[src/rtl/wb_port_arbiter.sv]
// Write-back port arbiter: shares the reg_file write port between the ALU and load-return paths,
// tracks outstanding loads in a per-register scoreboard and raises decode stalls on hazards.
module wb_port_arbiter #(
    parameter int D_WIDTH = 32,
    parameter int A_WIDTH = 5
) (
    input  logic                  clk,
    input  logic                  rst_n,
    input  logic                  alu_valid,
    input  logic [A_WIDTH-1:0]    alu_rd,
    input  logic [D_WIDTH-1:0]    alu_data,
    output logic                  alu_ready,
    input  logic                  ld_valid,
    input  logic [A_WIDTH-1:0]    ld_rd,
    input  logic [D_WIDTH-1:0]    ld_data,
    output logic                  ld_ready,
    input  logic                  issue_vld,
    input  logic [A_WIDTH-1:0]    issue_rd,
    input  logic [A_WIDTH-1:0]    chk_rs1,
    input  logic [A_WIDTH-1:0]    chk_rs2,
    input  logic [A_WIDTH-1:0]    chk_rd,
    output logic                  stall,
    output logic                  WE3,
    output logic [A_WIDTH-1:0]    AD3,
    output logic [D_WIDTH-1:0]    WD3,
    output logic [2**A_WIDTH-1:0] busy,
    output logic                  sb_err
);

    localparam int NREG = 2**A_WIDTH;

    typedef enum logic {
        RR_ALU = 1'b0,
        RR_LD  = 1'b1
    } rr_t;

    rr_t             rr_last;
    logic            alu_elig;
    logic            ld_elig;
    logic            grant_alu;
    logic            grant_ld;
    logic            ld_unexpected;
    logic [NREG-1:0] busy_nxt;

    always_comb begin
        alu_elig      = alu_valid & ~busy[alu_rd];
        ld_elig       = ld_valid;
        // On a tie the requester that did not win last time gets the port
        grant_alu     = alu_elig & (~ld_elig | (rr_last == RR_LD));
        grant_ld      = ld_elig & (~alu_elig | (rr_last == RR_ALU));
        alu_ready     = grant_alu;
        ld_ready      = grant_ld;
        ld_unexpected = grant_ld & (ld_rd != '0) & ~busy[ld_rd];
        stall         = busy[chk_rs1] | busy[chk_rs2] | busy[chk_rd];

        // Clear before set so a re-issue to the returning register stays outstanding
        busy_nxt = busy;
        if (grant_ld)
            busy_nxt[ld_rd] = 1'b0;
        if (issue_vld)
            busy_nxt[issue_rd] = 1'b1;
        busy_nxt[0] = 1'b0;
    end

    always_ff @(posedge clk or negedge rst_n) begin
        if (!rst_n) begin
            WE3     <= 1'b0;
            AD3     <= '0;
            WD3     <= '0;
            busy    <= '0;
            sb_err  <= 1'b0;
            rr_last <= RR_LD;
        end else begin
            WE3 <= 1'b0;
            if (grant_alu) begin
                WE3     <= (alu_rd != '0);
                AD3     <= alu_rd;
                WD3     <= alu_data;
                rr_last <= RR_ALU;
            end else if (grant_ld) begin
                WE3     <= (ld_rd != '0);
                AD3     <= ld_rd;
                WD3     <= ld_data;
                rr_last <= RR_LD;
            end
            busy <= busy_nxt;
            if (ld_unexpected)
                sb_err <= 1'b1;
        end
    end

endmodule

[config.mk]
export PLATFORM = sky130hd
export DESIGN_NAME = wb_port_arbiter
export DESIGN_NICKNAME = d
export VERILOG_FILES = /design/src/rtl/wb_port_arbiter.sv
export SDC_FILE = /design/constraint.sdc
export NUM_CORES = 1
export LEC_CHECK = 0
export CORE_ASPECT_RATIO = 1.2
export CORE_MARGIN = 2
export CORE_UTILIZATION = 30
export DETAILED_ROUTE_END_ITERATION = 10
export MAX_ROUTING_LAYER = met4
export PLACE_DENSITY = 0.67
export SYNTH_ARGS = -nofsm -noshare
export SYNTH_HDL_FRONTEND = slang
export SYNTH_SLANG_ARGS = --single-unit
[constraint.sdc]
create_clock -name clk -period 4.31 [get_ports clk]
set_input_delay 0.862 -clock clk [delete_from_list [all_inputs] [get_ports clk]]
set_output_delay 0.862 -clock clk [all_outputs]
set_load 0.05 [all_outputs]
==> results.json <==
{
  "outcome": "complete, no violations",
  "synthArstFlopShare_pct": 100,
  "required_ps": 3450,
  "setup_viol": 0,
  "synth_edf_count": 0,
  "worstPathArrival_ps": 3210,
  "path_cells": "clkdlybuf4s50_1 -> buf_4 -> mux2i_1 -> mux4_2 -> a22oi_4 -> a21oi_4 -> nor2_1 -> buf_4",
  "drtAntennaViolNets": 0,
  "finalPower_mw": 3.41,
  "vias": 4414,
  "p_leak_nw": 2.76,
  "crit_path_start_kind": "primary input",
  "synthTopCellsByArea": "dfrtp_1 38%, mux4_2 19%, nand2_1 8.8%",
  "fin_crit_sh_pct": 94.5,
  "crit_slowest_cell": "clkdlybuf4s50_1",
  "tns_ps": 0,
  "yosys.area.top_type": "dfrtp_1",
  "hold_violations": 0,
  "cap_viol_max_count": 0,
  "cts_buffers": 9,
  "grt_pass1_wl_mm": 26.2,
  "finalNetCount": 697,
  "tightest_slew_ps": 1020,
  "start_util_pct": 30.7,
  "fmax_mhz": 246,
  "rows": 49,
  "comb_power_share_pct": 43.2,
  "p_sw_mw": 1.40,
  "synth_common_cells": "108 x nand2_1, 70 x dfrtp_1, 42 x nor2_1",
  "dp_slack_ps": 225,
  "dr.pass1.iters": 5,
  "syn_nets": 543,
  "timing.critical_path.mode_cell": "buf_4",
  "grt-ovfl-total": 0,
  "postCtsSetupBuffers": 0,
  "grt_antenna_before_repair": 0,
  "ys_seq_area_share_pct": 38.6,
  "globalRouteTotalUtil_pct": 21.9,
  "diodes": 0,
  "synth_ff_type": "dfrtp_1",
  "irDropWorstVdd_uv": 189,
  "drive_above_1_share_pct": 13.5,
  "drt_iter0_drc": 279,
  "ys_ff_latch": 71,
  "whs_ps": 474,
  "yosys_warnings": 0,
  "grt_pass1_vias": 4546,
  "cts_root_buffer": "clkbuf_16",
  "yosysTopAreaCellShare_pct": 38.0,
  "min_path_type": "reg2reg",
  "cp_slowest_stage_delay_ps": 600,
  "power.internal_mw": 2.00,
  "io_buffers": 171,
  "slew_viol_final": 0,
  "switching_share_pct": 41.2,
  "critPathCaptureType": "output pin",
  "worstReg2RegEnd": "WD3[23]$_DFFE_PN0P_",
  "skew_ps": 12.1,
  "hold_end": "sb_err$_DFFE_PN0P_",
  "hpwl_mm": 12.3,
  "wl_mm": 17.3,
  "pwr-share-clk_pct": 25.6,
  "drc": 0,
  "netlist_area_um2": 4600,
  "syn-instance-count": 444,
  "fin_crit_ps": 4070,
  "cts.path.max_buffers": 2,
  "die-area_um2": 16400,
  "reg2reg_from": "busy[13]$_DFF_PN0_",
  "die_y_um": 140,
  "synth_area_per_cell_um2": 10.4,
  "grt_max_degree": 43,
  "via_per_inst": 5.48,
  "post_synth_num_cell_types": 40,
  "die_w_um": 117,
  "path_class": "in2out",
  "reg2reg_depth": 8,
  "cts_resized": 0,
  "grt_setup_unrepaired": "no",
  "fp.coreArea_um2": 15000,
  "pwr_density_cell_nw_per_um2": 499,
  "power_frac_seq_pct": 31.2,
  "postCtsHoldBufs": 0,
  "wl_per_cell_um": 21.5,
  "setup_ws_ps": 237,
  "cts_max_level": 3,
  "r2r_slack_ps": 1210,
  "max-slew-margin-rel_pct": 31.6,
  "yosysMostFrequentCell": "nand2_1",
  "worstPathMaxFanout": 14,
  "gp_congestion": 0.911,
  "clock_latency_ps": 340,
  "cts.sinks": 71,
  "cts_tree": "done",
  "min_path_cells": 1,
  "hp-start": "sb_err$_DFFE_PN0P_",
  "area_growth_pct": 48.2,
  "io_pins": 173,
  "clk_pin_slew_ps": 60
}
[worst max-delay path by stage]
stage,slack [ps],to,startpoint,cells past startpoint
after floorplan,290,ld_ready,alu_rd[0],9
after global placement,230,ld_ready,alu_rd[0],8
after detailed placement,220,ld_ready,alu_rd[0],8
after CTS,220,ld_ready,alu_rd[0],8
after global routing,90,ld_ready,alu_rd[0],8
final,240,ld_ready,alu_rd[0],8
[power by group through the flow]
stage / clock (mW) / combinational, mW / sequential, mW
2_1_floorplan: 0 / 0.507 / 1.41
4_1_cts: 0.886 / 1.48 / 1.05
5_1_grt: 0.923 / 1.55 / 1.07
6_report: 0.872 / 1.47 / 1.06
3_3_place_gp: 0 / 1.45 / 1.06
3_5_place_dp: 0 / 1.47 / 1.06
[through the flow]
| step | instances | cell area (um^2) | utilization (%) |
|---|---|---|---|
| global placement | 791 | 6480 | 43.1 |
| global route | 806 | 6820 | 45.4 |
| floorplan | 444 | 4600 | - |
| CTS | 806 | 6820 | 45.4 |
| finish | 806 | 6820 | 45.4 |
| detailed placement | 791 | 6480 | 43.1 |
[registers in the layout (all words and copies together), names as in the netlist]
signal,count
AD3,5
busy,31
sb_err,1
rr_last,1
WE3,1
WD3,32
[metal layers]
layer / part of all wire, % / track usage (%) / vias to the layer above
li1: - / - / 1978
met1: 37 / 25.9 / 2166
met2: 53 / 37.3 / 231
met3: 7.3 / 3.31 / 39
met4: 2.5 / 8.11 / 0
met5: 0 / - / -
[placed cells by master (no fill, tap or decap), types with 2 or more instances in the layout]
cell,n
and3_1,2
mux2i_1,15
mux2_2,7
and2_1,2
inv_1,3
nand3b_1,5
nand3_1,4
nor2_1,42
nand2_1,108
o31ai_1,32
o21ai_0,9
nor3b_1,6
buf_4,13
or3_1,2
a221o_1,37
mux4_2,38
clkdlybuf4s50_1,167
bufinv_16,3
and3b_1,2
dfrtp_1,70
nor2b_1,3
clkbuf_16,9
[cell type report]
| cell class | count | area, um^2 |
|---|---|---|
| fillers | 1423 | 8200 |
| multi-input cells | 331 | 2640 |
| clock buffers | 10 | 239 |
| clock inverters | 5 | 106 |
| flip-flops and latches | 71 | 1780 |
| repair buffers | 182 | 1790 |
| well taps | 204 | 255 |
| inverters | 3 | 11.3 |
[critical path: cells and delay by family]
kind	cells	cell delay, ps
AO/OA/AOI/OAI	2	400
AND/OR/NAND/NOR	1	190
multiplexers	2	620
buffers and inverters	3	1120
[cells by family (layout without fill, tap and decap cells)]
family          after synthesis  in the layout  share of synthesized area [%]
compound gates               90             90                           16.9
buf+inv                      42            200                           4.21
flops                        71             71                           38.6
mux                          60             60                           23.6
other cells                   1              1                         0.0814
simple gates                180            180                           16.7
Note: power is estimated with default switching activity, not from simulation.
